===== src/rtl/bus_combine_pipe.sv =====
// bus_combine_pipe: combines two operand buses under a 2-bit opcode and
// registers each result into a 2-entry FIFO with valid/ready handshakes on
// both sides. A completed-transaction counter tracks consumed results.
// Optional feature macro: BUS_COMBINE_SAT_EN (saturating ADD).
module bus_combine_pipe #(
    parameter int WIDTH = 4,
    parameter int CNT_W = 8
) (
    input  logic             clk,
    input  logic             rst_n,
    input  logic [WIDTH-1:0] in_a,
    input  logic [WIDTH-1:0] in_b,
    input  logic [1:0]       in_op,
    input  logic             in_valid,
    output logic             in_ready,
    output logic [WIDTH-1:0] out_data,
    output logic             out_carry,
    output logic             out_valid,
    input  logic             out_ready,
    output logic [CNT_W-1:0] txn_count
);

    typedef struct packed {
        logic             carry;
        logic [WIDTH-1:0] data;
    } entry_t;

    localparam logic [1:0] OP_PASS = 2'b00;
    localparam logic [1:0] OP_ADD  = 2'b01;
    localparam logic [1:0] OP_AND  = 2'b10;
    localparam logic [1:0] OP_OR   = 2'b11;

    entry_t [1:0]     buf_q;
    logic             wr_ptr_q, wr_ptr_d;
    logic             rd_ptr_q, rd_ptr_d;
    logic [1:0]       occ_q, occ_d;
    logic [CNT_W-1:0] cnt_q, cnt_d;

    logic             push, pop;
    logic [WIDTH:0]   sum;
    entry_t           result;

    // Handshake flags come from registered occupancy only
    assign in_ready  = (occ_q != 2'd2);
    assign out_valid = (occ_q != 2'd0);
    assign push      = in_valid && in_ready;
    assign pop       = out_valid && out_ready;

    assign out_data  = buf_q[rd_ptr_q].data;
    assign out_carry = buf_q[rd_ptr_q].carry;
    assign txn_count = cnt_q;

    assign sum = {1'b0, in_a} + {1'b0, in_b};

    // Result for the incoming operands; written to the buffer on push
    always_comb begin
        result = '0;
        case (in_op)
            OP_PASS: result.data = in_a;
            OP_ADD: begin
                result.carry = sum[WIDTH];
`ifdef BUS_COMBINE_SAT_EN
                result.data  = sum[WIDTH] ? {WIDTH{1'b1}} : sum[WIDTH-1:0];
`else
                result.data  = sum[WIDTH-1:0];
`endif
            end
            OP_AND:  result.data = in_a & in_b;
            OP_OR:   result.data = in_a | in_b;
            default: result = '0;
        endcase
    end

    // Next-state for pointers, occupancy and counter
    always_comb begin
        wr_ptr_d = wr_ptr_q;
        rd_ptr_d = rd_ptr_q;
        occ_d    = occ_q;
        cnt_d    = cnt_q;
        if (push) wr_ptr_d = ~wr_ptr_q;
        if (pop) begin
            rd_ptr_d = ~rd_ptr_q;
            cnt_d    = cnt_q + 1'b1;
        end
        case ({push, pop})
            2'b10:   occ_d = occ_q + 2'd1;
            2'b01:   occ_d = occ_q - 2'd1;
            default: occ_d = occ_q;
        endcase
    end

    // Control state; async reset drops all buffered entries at once
    always_ff @(posedge clk or negedge rst_n) begin
        if (!rst_n) begin
            wr_ptr_q <= 1'b0;
            rd_ptr_q <= 1'b0;
            occ_q    <= 2'd0;
            cnt_q    <= '0;
        end else begin
            wr_ptr_q <= wr_ptr_d;
            rd_ptr_q <= rd_ptr_d;
            occ_q    <= occ_d;
            cnt_q    <= cnt_d;
        end
    end

    // Buffer storage; cleared on reset so the idle output reads zero
    always_ff @(posedge clk or negedge rst_n) begin
        if (!rst_n) begin
            buf_q <= '0;
        end else if (push) begin
            buf_q[wr_ptr_q] <= result;
        end
    end

endmodule


===== config.mk =====
export PLATFORM = sky130hd
export DESIGN_NAME = bus_combine_pipe
export DESIGN_NICKNAME = d
export VERILOG_FILES = /design/src/rtl/bus_combine_pipe.sv
export SDC_FILE = /design/constraint.sdc
export NUM_CORES = 1
export LEC_CHECK = 0
export BUFFER_PORTS_ARGS = -buffer_cell sky130_fd_sc_hd__buf_2
export CORE_MARGIN = 1
export CORE_UTILIZATION = 30
export DETAILED_ROUTE_END_ITERATION = 7
export GPL_TIMING_DRIVEN = 0
export RECOVER_POWER = 100
export SYNTH_ARGS = -nofsm -noshare
export SYNTH_HDL_FRONTEND = slang
export SYNTH_SLANG_ARGS = --single-unit
export TNS_END_PERCENT = 100

===== constraint.sdc =====
create_clock -name clk -period 1.72 [get_ports clk]
set_clock_uncertainty 0.05 [all_clocks]
set_input_delay 0.258 -clock clk [delete_from_list [all_inputs] [get_ports clk]]
set_output_delay 0.258 -clock clk [all_outputs]
set_load 0.01 [all_outputs]

Word-level counts from Yosys, hierarchy flattened
Index checks and enable logic that the tools add are counted.
{"block": "classes", "n_lt_le_gt_ge": 3, "reduce_logical": 6, "n_bitwise": 4, "n_eq_ne": 6, "n_mux": 8, "addsub": 4}
{"cell": "case mux 4 bit (4 select lines)", "count": 1}
{"cell": "2-to-1 mux 5 bit", "count": 3}
{"cell": "bitwise mux 10 bit", "count": 1}
{"cell": "adder 8 x 1 -> 8 bit (second input constant)", "count": 1}
{"cell": "== test 2 bit (second input constant)", "count": 3}
{"cell": "adder 4 x 4 -> 5 bit", "count": 1}
{"cell": "demux 5 bit (select 1 bit)", "count": 1}
{"cell": "bitwise AND 4 bit", "count": 1}
{"cell": "== test 2 x 1 -> 1 bit (second input constant)", "count": 2}
{"cell": "< comparator 1 x 2 -> 1 bit (second input constant)", "count": 2}
{"cell": "OR 4 bit", "count": 1}
{"cell": "case mux 2 bit (2 select lines)", "count": 1}
{"cell": "nonzero test 2 bit", "count": 2}
{"cell": "logical AND 1 bit", "count": 3}
{"cell": "adder 2 x 1 -> 2 bit (second input constant)", "count": 1}
{"cell": "logical NOT 2 bit", "count": 1}
{"cell": "inequality test 2 bit (second input constant)", "count": 1}
{"cell": "inverter 1 bit", "count": 2}
{"cell": "subtractor 2 x 1 -> 2 bit (second input constant)", "count": 1}
{"cell": "greater-or-equal comparator 1 bit (second input constant)", "count": 1}
{"cell": "2-to-1 mux 1 bit", "count": 1}
{"block": "word_totals", "input_bits": 14, "wordCells": 39, "reg_bits": 22, "out_inout_bits": 15}

Depth between registers and ports, before layout
Gate-level depths: netlist of run 1.
{"block": "depth", "word_depth": 5, "depth_mapped": 7, "ltp_nobuf": 7}

Worst setup path after synthesis of run 1
OpenSTA, ideal clock, no wires.
{"block": "synth_path", "path_kind": "input-to-reg", "from": "in in_a[0]", "to": "reg buf_q[6] (netlist name)", "n_path_buf": 0, "path_stages": 6, "setup_time_ns": 0.128, "t_arrival_ns": 1.697, "path_slack_ns": -0.155, "required_time_ns": 1.542, "path_cell_list": "ha_1 inv_1 fa_1 clkinv_1 mux4_2 mux2_1"}
{"block": "synth_between", "elab_chain_len": 3}
{"element": "from (decl)", "line": "11", "text": "input logic [WIDTH-1:0] in_a,"}
{"element": "adder 4 x 4 -> 5 bit", "line": "53", "text": "assign sum = {1'b0, in_a} + {1'b0, in_b};"}
{"element": "case mux 4 bit (4 select lines)", "line": "58", "text": "case (in_op)"}
{"element": "bitwise mux 10 bit", "line": "112", "text": "buf_q[wr_ptr_q] <= result;"}
{"element": "to (signal, indexed assignment)", "line": "112"}
{"element": "to (decl)", "line": "33", "text": "entry_t [1:0] buf_q;"}
Every way passes these cells.
A chain may end at the register's enable or synchronous reset.

Worst setup path after layout of run 1
{"block": "layout_path", "from": "in in_b[0]", "to": "reg buf_q[6] (netlist name)"}
{"block": "layout_between", "elab_chain_len": 3}
{"element": "from (decl)", "line": "12", "text": "input logic [WIDTH-1:0] in_b,"}
{"element": "adder 4 x 4 -> 5 bit", "line": "53"}
{"element": "case mux 4 bit (4 select lines)", "line": "58"}
{"element": "bitwise mux 10 bit", "line": "112"}
Every way passes these cells.

==> results of run 1 <==
per-layer routing:
layer / share of wire, % / vias up
met5: 0 / -
li1: - / 442
met3: 5.5 / 2
met4: 0.50 / 0
met2: 51 / 25
met1: 43 / 438
power breakdown:
part | switching [mW] | total [mW] | internal, mW
logic | 0.457 | 0.957 | 0.500
registers | 0.235 | 0.990 | 0.755
clock network | 0.160 | 0.363 | 0.204
kinds of logic (layout without fill, tap and decap cells):
| family | after synthesis | in the layout | share of synthesized area (%) |
|---|---|---|---|
| simple gates | 25 | 25 | 9.79 |
| flops | 22 | 22 | 42.6 |
| mux | 17 | 17 | 17.6 |
| buf+inv | 17 | 48 | 5.04 |
| xor+xnor | 13 | 13 | 8.82 |
| fa+ha+maj | 11 | 11 | 11.2 |
| compound gates | 10 | 10 | 4.85 |
worst max-delay path: cells and delay by family:
family | cells | cell delay, ps
fa+ha+maj | 2 | 650
mux | 2 | 740
buf+inv | 3 | 150
layout by cell type (no fill, tap or decap), types with 2 or more instances in the layout:
cell type	n
a21oi_1	4
buf_2	11
buf_6	2
clkbuf_1	14
clkbuf_8	4
dfrtp_1	22
ha_1	9
inv_1	9
inv_2	6
mux2_1	3
mux2_2	7
mux2_4	3
mux4_2	3
nand2_1	6
nand2b_1	2
nand3_1	6
nor2_1	4
nor3_1	2
xnor2_1	9
xor2_1	4
layout make-up:
type / count / area [µm²] / share of cell area [%]
clock buffers: 4 / 55.1 / 3.49
repair buffers: 28 / 140 / 8.90
well taps: 50 / 62.6 / 3.97
multi-input cells: 76 / 706 / 44.8
plain buffers: 1 / 5.00 / 0.318
inverters: 15 / 56.3 / 3.57
flip-flops and latches: 22 / 551 / 34.9
path summary, 6_finish.rpt:
check,cells after the start,from,to
worst max-delay path,7,in_b[0],buf_q[6]
max in group asynchronous,2,rst_n,buf_q[6]
worst min-delay path,3,out_ready,rd_ptr_q
worst min register to register,1,txn_count[7],txn_count[7]
worst max register to register,6,occ_q[0],occ_q[1]
min in group asynchronous,2,rst_n,txn_count[3]
registers in the layout (all words and copies together) (netlist names):
| signal | flops |
|---|---|
| txn_count | 8 |
| occ_q | 2 |
| rd_ptr_q | 1 |
| buf_q | 10 |
| wr_ptr_q | 1 |
what timing repair did:
action / 4_1_cts / 5_1_grt
endpoints found under the hold margin: 22 / 0
hold buffers: 1 / 0
cloned: 0 / 0
endpoints found under the setup margin: 9 / 5
resized for setup: 2 / 5
pin swaps: 1 / 0
stage by stage:
step	cell area (µm²)	worst slack [ps]	total power, mW
after floorplan	1310	-93.2	1.65
after global placement	1510	-290	1.95
after detailed placement	1510	-316	2.00
after CTS	1580	8.60	2.37
after global routing	1580	2.22	2.52
final	1580	28.1	2.31
==> results by group, run 1 <==
Clocking
  • TritonCTS clock tree: yes
  • Post-CTS setup buffers: 0
  • TritonCTS sink count: 22
  • Worst-case clock buffer depth: 2
  • Clock-pin slew on the worst setup and hold paths: ~80 ps
  • H-tree levels: 1
  • CTS Buf Count: 3
  • Clock latency on the worst-skew pair: 260 ps
  • Root buf cell: clkbuf_8

Routing
  • First-pass iteration count of the detailed router: 3
  • Routed Antenna Nets: 0
  • # DRC: 0
  • Routed wire length: 2.42 mm
  • Initial DRC count: 25
  • Via density: 4.63
  • DR WL/cell: 12.3 µm
  • DR vias: between 900 and 1k

STA
  • Hold_ws: 277 ps
  • Setup TNS Final: 0 ps
  • Fin. Hold Viols: 0
  • Post-layout minimum cycle time: between 1500 and 2000 ps
  • Unrepaired setup endpoints after global routing: false
  • Setup violations, final: 0
  • Max-slew headroom: 63.8%
  • Tcrit/Tclk final: 98.4%
  • Fmax: 0.591 GHz
  • Slew Viols, Final: 0
  • Worst Max-Slew Pin Slew: ~540 ps

Floorplan
  • IO Pins: 29
  • Die area: 4570 µm²
  • Starting Density: 31.8%
  • Num rows: 23
  • Die height: a little under 70 µm
  • Die width: 67.6 µm
  • Core box area: 4060 µm²

Synthesis
  • Post-synth top area share: 42.6%
  • Post-Synthesis Cells: 115
  • Synth Flop Type: dfrtp_1
  • List of most frequent post-synthesis cells: dfrtp_1 (22), ha_1 (10), inv_1 (10)
  • Post-synth cell types: 32
  • Mapped cell area: 1290 µm²
  • Synthesized area per cell: 11.2 µm²
  • Post-Syn Nets: 140
  • EDFF count, synth: 0
  • Most frequent cell after synthesis: dfrtp_1
  • #FFs+latches synth: 22
  • Ys Warns: 0
  • Biggest area consumer among synthesized cells: dfrtp_1
  • Sequential fraction of the synthesis area: 42.6%
  • Async set-reset flop share out of synthesis: 100%
  • Main area contributors after synthesis: dfrtp_1 (43%), ha_1 (9.7%), mux2_2 (7.0%)

Global routing
  • GRT met3 Usage: between 3 and 4%
  • Grt ovf: 0
  • Met2 usage: 22.6%
  • First-pass GRT wire length: 4.04 mm
  • Vias in the first global route: ~940
  • Global route hottest layer: met2
  • Initial antenna violation count: 0
  • Total GRT Usage: 11.9%
  • Largest net degree at the start of global routing: 23
  • Met1 GRT Util: roughly an eighth

Place
  • Port Buf Inserts: 27
  • Post-DP HPWL: 1.92 mm
  • Global placer's final weighted congestion: 0.759
  • Placed Cells: 192

Cells and area
  • Layout cells sized above 1: 28.8%
  • Finished Layout Cells: 196
  • Final core utilization: 38.8%
  • Fin nets: 172
  • Fillers: ~400
  • N_diodes: 0
  • Area growth, synth to finish: 22.0%

Setup path
  • Crit path launch type: primary input
  • Crit. End Element: register
  • CP peak stage delay: 520 ps
  • Crit Path Category: in2reg
  • Slowest cell on the critical path: fa_2
  • Crit-path cells: buf_6, ha_4, inv_2, fa_2, inv_2, mux4_2, mux2_4
  • Worst EP arrival: 1790 ps
  • Most numerous cell on the critical path: inv_2
  • Worst reg2reg setup slack: around 140 ps
  • Req. time, crit path: 1820 ps
  • Max FO, Critical Path: 3

Power and ir drop
  • Power per cell area: 1470 nW/µm²
  • Max VDD drop: 0.369 mV
  • Leakage: 0.734 nW

Hold path
  • Worst hold path type: in2reg

Flow run
  • Max Cap Viol: 0

Run status
  • Status: complete, no violations
Note: power is estimated with default switching activity, not from simulation.
==> run 2: changes to the inputs <==
--- a/config.mk
+++ b/config.mk
@@ -8,8 +8,10 @@
 export BUFFER_PORTS_ARGS = -buffer_cell sky130_fd_sc_hd__buf_2
 export CORE_MARGIN = 1
 export CORE_UTILIZATION = 30
+export CTS_BUF_LIST = sky130_fd_sc_hd__clkbuf_8 sky130_fd_sc_hd__clkbuf_16
 export DETAILED_ROUTE_END_ITERATION = 7
 export GPL_TIMING_DRIVEN = 0
+export PLACE_DENSITY = 0.54
 export RECOVER_POWER = 100
 export SYNTH_ARGS = -nofsm -noshare
 export SYNTH_HDL_FRONTEND = slang
==> results by group, run 2 (same netlist as run 1, synthesis figures left out) <==
STA
  • Tcrit/Tclk final: 99.2% (+0.83 points)
  • Slew Viols, Final: 0 (unchanged)
  • Setup violations, final: 0 (unchanged)
  • Max-slew headroom: 63.4% (-0.39 points)
  • Worst Max-Slew Pin Slew: 549 ps (+5.78 ps)
  • Post-layout minimum cycle time: 1710 ps (+14.2 ps)
  • Fin. Hold Viols: 0 (unchanged)
  • Unrepaired setup endpoints after global routing: true
  • Fmax: 0.586 GHz (-0.83%)
  • Hold_ws: 273 ps (-3.78 ps)

Cells and area
  • Max reg flops: 10 (unchanged)
  • Commonest non-fill, non-tap cell in the layout: dfrtp_1
  • Layout cells sized above 1: 27.4% (-1.4 points)
  • Fin nets: 173 (+0.58%)
  • Final core utilization: 38.5% (-0.28 points)
  • N_diodes: 0 (unchanged)
  • Register area: 551 µm² (unchanged)
  • Fillers: 413 (+4.6%)
  • Biggest register: buf_q
  • Most frequent cells in the layout: dfrtp_1 (22), clkbuf_1 (15), buf_2 (10)
  • Area growth, synth to finish: 21.1%
  • Multi-input logic area: 702 µm² (-0.53%)

Routing
  • Routed Antenna Nets: 0 (unchanged)
  • # DRC: 0 (unchanged)
  • Routed wire length: 2.41 mm (-0.50%)
  • DR WL/cell: 12.3 µm (-0.50%)
  • DR vias: 921 (+1.5%)
  • Via density: 4.70 (+1.5%)
  • First-pass iteration count of the detailed router: 2 (-1)
  • Initial DRC count: 18 (-28%)

Setup path
  • Most numerous cell on the critical path: inv_2
  • R2r worst-path depth: 6 (unchanged)
  • Crit Path Category: in2reg
  • Max FO, Critical Path: 3 (unchanged)
  • Slowest cell on the critical path: fa_2
  • Reg2reg end: occ_q[1]
  • Crit. End Element: register
  • Worst EP arrival: 1800 ps (about the same)
  • Worst reg2reg setup slack: 140 ps (about the same)
  • CP peak stage delay: 510 ps (about the same)
  • Crit path launch type: primary input
  • Crit-path cells: buf_6, ha_4, inv_2, fa_2, inv_2, mux4_2, mux2_4
  • Req. time, crit path: 1820 ps (about the same)
  • Reg-to-reg startpoint: occ_q[0]

Clocking
  • TritonCTS clock tree: yes
  • H-tree levels: 1 (unchanged)
  • Root buf cell: clkbuf_8
  • CTS Buf Count: 3 (unchanged)
  • TritonCTS sink count: 22 (unchanged)
  • Clock latency on the worst-skew pair: 250 ps (about the same)
  • Worst-case clock buffer depth: 2 (unchanged)
  • Clock-pin slew on the worst setup and hold paths: 80 ps (about the same)

Power and ir drop
  • Leakage: 0.727 nW (-0.93%)
  • Max VDD drop: 0.407 mV (+10%)
  • Power per cell area: 1430 nW/µm² (-2.7%)

Floorplan
  • Die width: 67.6 µm (unchanged)
  • Die height: 67.6 µm (unchanged)
  • Die area: 4570 µm² (unchanged)
  • IO Pins: 29 (unchanged)
  • Starting Density: 31.8% (unchanged)
  • Core box area: 4060 µm² (unchanged)
  • Num rows: 23 (unchanged)

Hold path
  • Worst hold path type: in2reg
  • Worst hold path stage count: 3 (unchanged)
  • Hold path startpoint: out_ready
  • WHS Endpoint: txn_count[0]

Place
  • Post-DP HPWL: 1.88 mm (-2.1%)
  • Global placer's final weighted congestion: 0.743 (-2.1%)
  • Port Buf Inserts: 27 (unchanged)

Global routing
  • Vias in the first global route: 927 (-1.1%)
  • Largest net degree at the start of global routing: 23 (unchanged)
  • Grt ovf: 0 (unchanged)
  • Initial antenna violation count: 0 (unchanged)
  • First-pass GRT wire length: 3.96 mm (-1.9%)
  • Total GRT Usage: 11.7% (-0.28 points)

Run status
  • Status: complete, no violations

Flow run
  • Max Cap Viol: 0 (unchanged)
## run 2: cell count changes in the layout (fill, tap and decap cells not counted)
cell and delta:
mux2_1 +1, clkbuf_8 -1, buf_2 -1, buf_4 +1, clkbuf_1 +1, mux2_4 -1
## run 2: area by class of cell
type                    count  share of cell area (%)
flip-flops and latches     22                    35.2
plain buffers               1                   0.320
well taps                  50                    4.00
inverters                  15                    3.60
clock buffers               3                    2.64
repair buffers             29                    9.36
multi-input cells          76                    44.9
## run 2: timing repair
| action | CTS | global route |
|---|---|---|
| hold endpoints to repair | 22 | 0 |
| setup endpoints to repair | 9 | 5 |
| hold buffers | 1 | 0 |
| pin swaps | 1 | 1 |
| resized for setup | 2 | 5 |
| buffers inserted | 1 | 0 |
## run 2: per-layer routing
metal | global-route usage (%) | part of all wire, %
met1 | 13.3 | 45
met2 | 21.2 | 50
met3 | 2.53 | 4.4
met4 | 3.99 | 0.33
met5 | 0 | 0
## run 2: stage by stage
stage	power (mW)	area [µm²]	setup slack (ps)	cells	TNS (ps)
after floorplan	1.65	1310	-93.2	115	-348
after global placement	1.96	1510	-293	192	-1130
after detailed placement	1.99	1510	-328	192	-1280
after CTS	2.31	1570	-2.50	196	-2.50
after global routing	2.43	1560	-10.1	196	-10.1
final	2.23	1560	13.9	196	0
## run 2: how the worst max path moves through the flow
| stage | from | to | slack (ps) | depth (start not counted) |
|---|---|---|---|---|
| after detailed placement | in_a[0] | buf_q[6] | -330 | 7 |
| after floorplan | in_a[0] | buf_q[6] | -90 | 6 |
| after global placement | in_a[0] | buf_q[7] | -290 | 7 |
| final | in_a[0] | buf_q[6] | 10 | 7 |
| after global routing | in_a[0] | buf_q[6] | -10 | 7 |
| after CTS | in_a[0] | buf_q[6] | -2 | 7 |
## run 2: critical path, delay by kind of cell
family     cells  cell delay, ps
fa+ha+maj      2             640
buf+inv        3             150
mux            2             750
## run 2: power by group
group	switching, mW	internal, mW
registers	0.229	0.755
clock network	0.157	0.156
logic	0.449	0.486
total	0.835	1.40
